==> config.mk <==
export PLATFORM = sky130hd
export DESIGN_NAME = j_block_scan_addr
export DESIGN_NICKNAME = d
export VERILOG_FILES = /design/src/rtl/j_img_pkg.sv /design/src/rtl/j_scan_counter.sv /design/src/rtl/j_block_scan_addr.sv
export SDC_FILE = /design/constraint.sdc
export NUM_CORES = 1
export LEC_CHECK = 0
export BUFFER_PORTS_ARGS = -buffer_cell sky130_fd_sc_hd__buf_2
export CAP_MARGIN = 25
export CELL_PAD_IN_SITES_DETAIL_PLACEMENT = 2
export CELL_PAD_IN_SITES_GLOBAL_PLACEMENT = 2
export CORE_MARGIN = 3
export CORE_UTILIZATION = 32
export CTS_BUF_LIST = sky130_fd_sc_hd__clkbuf_16
export DETAILED_ROUTE_END_ITERATION = 8
export GPL_ROUTABILITY_DRIVEN = 0
export PLACE_DENSITY_LB_ADDON = 0.1
export SLEW_MARGIN = 20
export SYNTH_ARGS = -nofsm -noshare
export SYNTH_HDL_FRONTEND = slang
export SYNTH_SLANG_ARGS = --single-unit
==> constraint.sdc <==
create_clock -name clk -period 4.8 [get_ports clk]
set_input_delay 1.44 -clock clk [delete_from_list [all_inputs] [get_ports clk]]
set_output_delay 1.44 -clock clk [all_outputs]
set_load 0.05 [all_outputs]
==> src/rtl/j_img_pkg.sv <==
// Shared image-buffer definitions: dimension widths, block geometry and scan states.
package j_img_pkg;

   localparam int DIM_W     = 13;
   localparam int BLK       = 8;
   localparam int BLK_LOG2  = $clog2(BLK);
   localparam int BLK_CNT_W = DIM_W - BLK_LOG2;

   typedef logic [DIM_W-1:0] dim_t;

   typedef enum logic [1:0] {
      IDLE,
      SCAN,
      DONE
   } scan_state_t;

   // Number of blocks covering d pixels, minus one; d must be nonzero.
   function automatic logic [BLK_CNT_W-1:0] blocks_m1(input dim_t d);
      logic [DIM_W:0] s;
      s = {1'b0, d} + (DIM_W+1)'(BLK - 1);
      s = s >> BLK_LOG2;
      return BLK_CNT_W'(s - 1'b1);
   endfunction

endpackage

==> src/rtl/j_scan_counter.sv <==
// Enable/sync-clear counter with runtime rollover value; wrap flags the enabled cycle at max_val.
module j_scan_counter #(
   parameter int W = 3
) (
   input  logic         clk,
   input  logic         clear,
   input  logic         en,
   input  logic [W-1:0] max_val,
   output logic [W-1:0] count,
   output logic         wrap
);

   assign wrap = en && (count == max_val);

   always_ff @(posedge clk) begin
      if (clear)
         count <= '0;
      else if (en)
         count <= wrap ? '0 : count + 1'b1;
   end

endmodule

==> src/rtl/j_block_scan_addr.sv <==
// Walks a raster-stored image in 8x8 block order, emitting one clamped (row, col) per handshake.
//
//   state | meaning
//   IDLE  | waiting for start with nonzero dimensions
//   SCAN  | presenting addresses, advancing on addr_valid && addr_ready
//   DONE  | one-cycle frame_done pulse, then back to IDLE
module j_block_scan_addr
   import j_img_pkg::*;
(
   input  logic             clk,
   input  logic             clear,
   input  logic             start,
   input  logic [DIM_W-1:0] img_width,
   input  logic [DIM_W-1:0] img_height,
   input  logic             addr_ready,
   output logic             addr_valid,
   output logic [DIM_W-1:0] row,
   output logic [DIM_W-1:0] col,
   output logic             last_in_block,
   output logic             last_in_frame,
   output logic             frame_done,
   output logic             busy
);

   localparam logic [BLK_LOG2-1:0] PIX_MAX = BLK_LOG2'(BLK - 1);

   scan_state_t state, state_nxt;
   logic        start_acc;
   logic        cnt_clear;
   logic        adv;

   dim_t                 w_lat, h_lat;
   logic [BLK_CNT_W-1:0] nbx_m1, nby_m1;

   logic [BLK_LOG2-1:0]  px_cnt, py_cnt;
   logic [BLK_CNT_W-1:0] bx_cnt, by_cnt;
   logic                 px_wrap, py_wrap, bx_wrap, by_wrap;

   dim_t raw_r, raw_c, w_m1, h_m1;

   always_ff @(posedge clk) begin
      if (clear)
         state <= IDLE;
      else
         state <= state_nxt;
   end

   always_comb begin
      state_nxt = state;
      start_acc = 1'b0;
      case (state)
         IDLE: begin
            if (start && (img_width != '0) && (img_height != '0)) begin
               start_acc = 1'b1;
               state_nxt = SCAN;
            end
         end
         SCAN:    if (by_wrap) state_nxt = DONE;
         DONE:    state_nxt = IDLE;
         default: state_nxt = IDLE;
      endcase
   end

   // Block counts are derived once here so the scan never sees live dimension inputs.
   always_ff @(posedge clk) begin
      if (clear) begin
         w_lat  <= '0;
         h_lat  <= '0;
         nbx_m1 <= '0;
         nby_m1 <= '0;
      end else if (start_acc) begin
         w_lat  <= img_width;
         h_lat  <= img_height;
         nbx_m1 <= blocks_m1(img_width);
         nby_m1 <= blocks_m1(img_height);
      end
   end

   assign adv       = (state == SCAN) && addr_ready;
   assign cnt_clear = clear || start_acc;

   j_scan_counter #(.W(BLK_LOG2)) u_px (
      .clk(clk), .clear(cnt_clear), .en(adv),     .max_val(PIX_MAX),
      .count(px_cnt), .wrap(px_wrap)
   );
   j_scan_counter #(.W(BLK_LOG2)) u_py (
      .clk(clk), .clear(cnt_clear), .en(px_wrap), .max_val(PIX_MAX),
      .count(py_cnt), .wrap(py_wrap)
   );
   j_scan_counter #(.W(BLK_CNT_W)) u_bx (
      .clk(clk), .clear(cnt_clear), .en(py_wrap), .max_val(nbx_m1),
      .count(bx_cnt), .wrap(bx_wrap)
   );
   j_scan_counter #(.W(BLK_CNT_W)) u_by (
      .clk(clk), .clear(cnt_clear), .en(bx_wrap), .max_val(nby_m1),
      .count(by_cnt), .wrap(by_wrap)
   );

   // BLK is a power of two, so block*BLK + offset is a plain concatenation.
   assign raw_r = {by_cnt, py_cnt};
   assign raw_c = {bx_cnt, px_cnt};
   assign h_m1  = h_lat - 1'b1;
   assign w_m1  = w_lat - 1'b1;

   always_comb begin
      addr_valid    = 1'b0;
      row           = '0;
      col           = '0;
      last_in_block = 1'b0;
      last_in_frame = 1'b0;
      frame_done    = (state == DONE);
      busy          = (state == SCAN);
      if (state == SCAN) begin
         addr_valid    = 1'b1;
         row           = (raw_r > h_m1) ? h_m1 : raw_r;
         col           = (raw_c > w_m1) ? w_m1 : raw_c;
         last_in_block = (px_cnt == PIX_MAX) && (py_cnt == PIX_MAX);
         last_in_frame = last_in_block && (bx_cnt == nbx_m1) && (by_cnt == nby_m1);
      end
   end

endmodule

==> results.yml <==
sta:
  period_minus_slack_ns: 5.08
  hold_violations: 0
  period_share: 1.06
  skew_ns: 0.00625
  fin_tns_setup_ns: -3.19
  rsz0062_at_grt: "true"
  slew_headroom: 0.629
  tightest_slew_ns: 0.552
  drv_slew: 0
  report.final.setup_viol: 14
  hold_ws_ns: 0.468
  max_freq_ghz: 0.197
  setup_ws_ns: -0.282
worst_setup_path:
  worstPathCellList: "or3_4, or3b_4, or3_4, xor2_2, ha_1, nand2_2, nor2_4, o211ai_1, a32oi_2, buf_4, a21oi_2, a211oi_4, buf_6"
  crit_type: "reg -> out"
  cpPeakStageDelay_ns: 0.39
  cp.required_ns: 3.36
  start_kind: "register"
  cpMostUsedCell: "or3_4"
  worst-path-buf-inv: 2
  endpoint_kind: "output pin"
  crit_path_top_delay_cell: "or3b_4"
  cp_max_fo: 5
  crit_family: "simple AND/OR/NAND/NOR gates"
  critical_path_arrival_ns: 3.64
logic_synthesis:
  synth-warning-count: 0
  ys_seq_area_frac: 0.308
  yosys-top-cells-area: "dfxtp_1 (31%), ha_1 (9.4%), xor2_1 (7.3%), xnor2_1 (6.9%), a22o_1 (5.1%)"
  syn-num-nets: 647
  netlist.area_leader.share: 0.308
  ys_ff_latch: 74
  synth_top_area_cell: "dfxtp_1"
  synthCells: 581
  synthesis.area_sq_um: 4810
  postSynthAreaPerCell_sq_um: 8.27
  ys_types: 52
  synth_edf_count: 0
  ys.flop_type: "dfxtp_1"
  synthArstFlopShare: 0
global_route:
  overflow: 0
  grt_pass1_vias: 5135
  grt_usage: 0.215
  antenna_found_initial: 0
  grt_max_degree: 23
  grt_first_pass_wirelength_microns: 28100
placed_design:
  dp_slack_ns: -0.130
  placed_cells: 835
  hpwl_microns: 13700
  io_buffers: 60
pwr:
  switching_share: 0.339
  seqPwrFrac: 0.364
  irDropWorstVdd_uv: 159
  leakagePower_uw: 0.00269
  p_per_area_nw_per_um2: 275
  intPower_uw: 1230
  power_uw: 1870
  comb_power_share: 0.311
  pwr-share-clk: 0.325
  p_switching_uw: 632
detailed_routing:
  dr.pass1.iters: 4
  wl_per_cell_microns: 21.0
  wl_microns: 18300
  drcViolationCount: 0
  final_antenna_net_count: 0
  routed_via_density: 5.48
  dr_total_vias: 4785
  drt_iter0_markers: 204
cells_and_area:
  area_growth_pct: 41.0
  final_common_cell: "dfxtp_1"
  diodes: 0
  nets: 750
  finalNonFillerCells: 873
  drive_gt1_frac: 0.324
  most-common-layout-cells: "dfxtp_1 (72), buf_4 (53), nor2_1 (52)"
clock_tree:
  htree_levels: 3
  insertion_delay_ns: 0.34
  cts_tree: "yes"
  ctsHoldBuffers: 0
  clk_pin_slew_ns: 0.06
  cts_root_buf: "clkbuf_16"
  cts.sinks: 74
  cts_buffer_depth: 2
  cts_made_buffers: 9
floorplanning:
  die_area_sq_um: 16500
  io-pin-count: 61
  die_h_microns: 129
  dieWidth_microns: 129
  placementRows: 44
  start_util: 0.329
  core_area_sq_um: 14600
min_path:
  hold_path_class: "reg -> reg"
status:
  violations: "setup timing"
  status: "finished, violations left"
flow_run:
  drv_cap: 0
## sequential cells by signal (all words and copies together), names as in the netlist
register / count
u_bx.count: 10
u_py.count: 3
w_lat: 13
u_by.count: 10
state: 2
nbx_m1: 10
u_px.count: 3
nby_m1: 10
h_lat: 13
## tightest hold or removal path, stage by stage (launching register included)
cell and delay [ns]:
dfxtp_1 0.32, nand2_1 0.05, o21ai_1 0.05
## worst paths after layout
| path | start | to | slack (ns) | cells after the start |
|---|---|---|---|---|
| hold / removal | nbx_m1[1]$_SDFFE_PP0P_ | nbx_m1[1]$_SDFFE_PP0P_ | 0.47 | 2 |
| setup / recovery | w_lat[2]$_SDFFE_PP0P_ | col[5] | -0.28 | 13 |
| setup reg to reg | u_px.count[0]$_SDFFE_PP0P_ | u_by.count[3]$_SDFFE_PP0P_ | 2.44 | 9 |
| hold reg to reg | nbx_m1[1]$_SDFFE_PP0P_ | nbx_m1[1]$_SDFFE_PP0P_ | 0.47 | 2 |
## what timing repair did
item,4_1_cts,5_1_grt
gates resized for setup,85,67
endpoints found under the setup margin,26,26
pin swaps,26,39
hold endpoints to repair,0,0
buffers inserted,9,11
gates cloned,1,0
## synth_stat cells, drive strengths merged, types with 14 or more instances
cell type  instances
ha                36
o21ai             39
dfxtp             74
nand2             56
nor2              59
a211oi            25
a21oi             32
nand3             18
xnor2             38
a22o              28
nor3              15
clkbuf            14
xor2              40
## routing by layer
metal	track usage	vias to the layer above	share of wire
met5	0	-	0
li1	-	2273	-
met4	0.0506	0	0.011
met1	0.313	2412	0.49
met3	0.0270	18	0.029
met2	0.340	82	0.47
## kinds of logic after synthesis
group / share of synthesized area
XOR/XNOR: 0.142
buffers and inverters: 0.0364
flip-flops: 0.308
adder cells (fa/ha/maj): 0.0937
AND/OR/NAND/NOR: 0.226
AO/OA/AOI/OAI: 0.190
multiplexers: 0.00417
## area by class of cell
type | instances | area (sq um)
fillers | 1578 | 7810
multi-input cells | 471 | 3810
flip-flops and latches | 74 | 1480
repair buffers | 119 | 951
well taps | 184 | 230
clock buffers | 9 | 225
clock inverters | 7 | 37.5
inverters | 9 | 33.8
## power by group through the flow
stage	clock [uW]	sequential (uW)	combinational (uW)
after CTS	621	678	506
after global placement	0	685	420
after detailed placement	0	687	445
final	605	679	581
after global routing	646	684	634
after floorplan	0	680	287
## per-stage QoR
step | area [sq um] | utilization
after CTS | 6390 | 0.438
after detailed placement | 5680 | 0.389
after global routing | 6780 | 0.464
after floorplan | 5000 | -
after global placement | 5680 | 0.389
final | 6780 | 0.464
No activity file was read; power rests on OpenSTA's default activity.
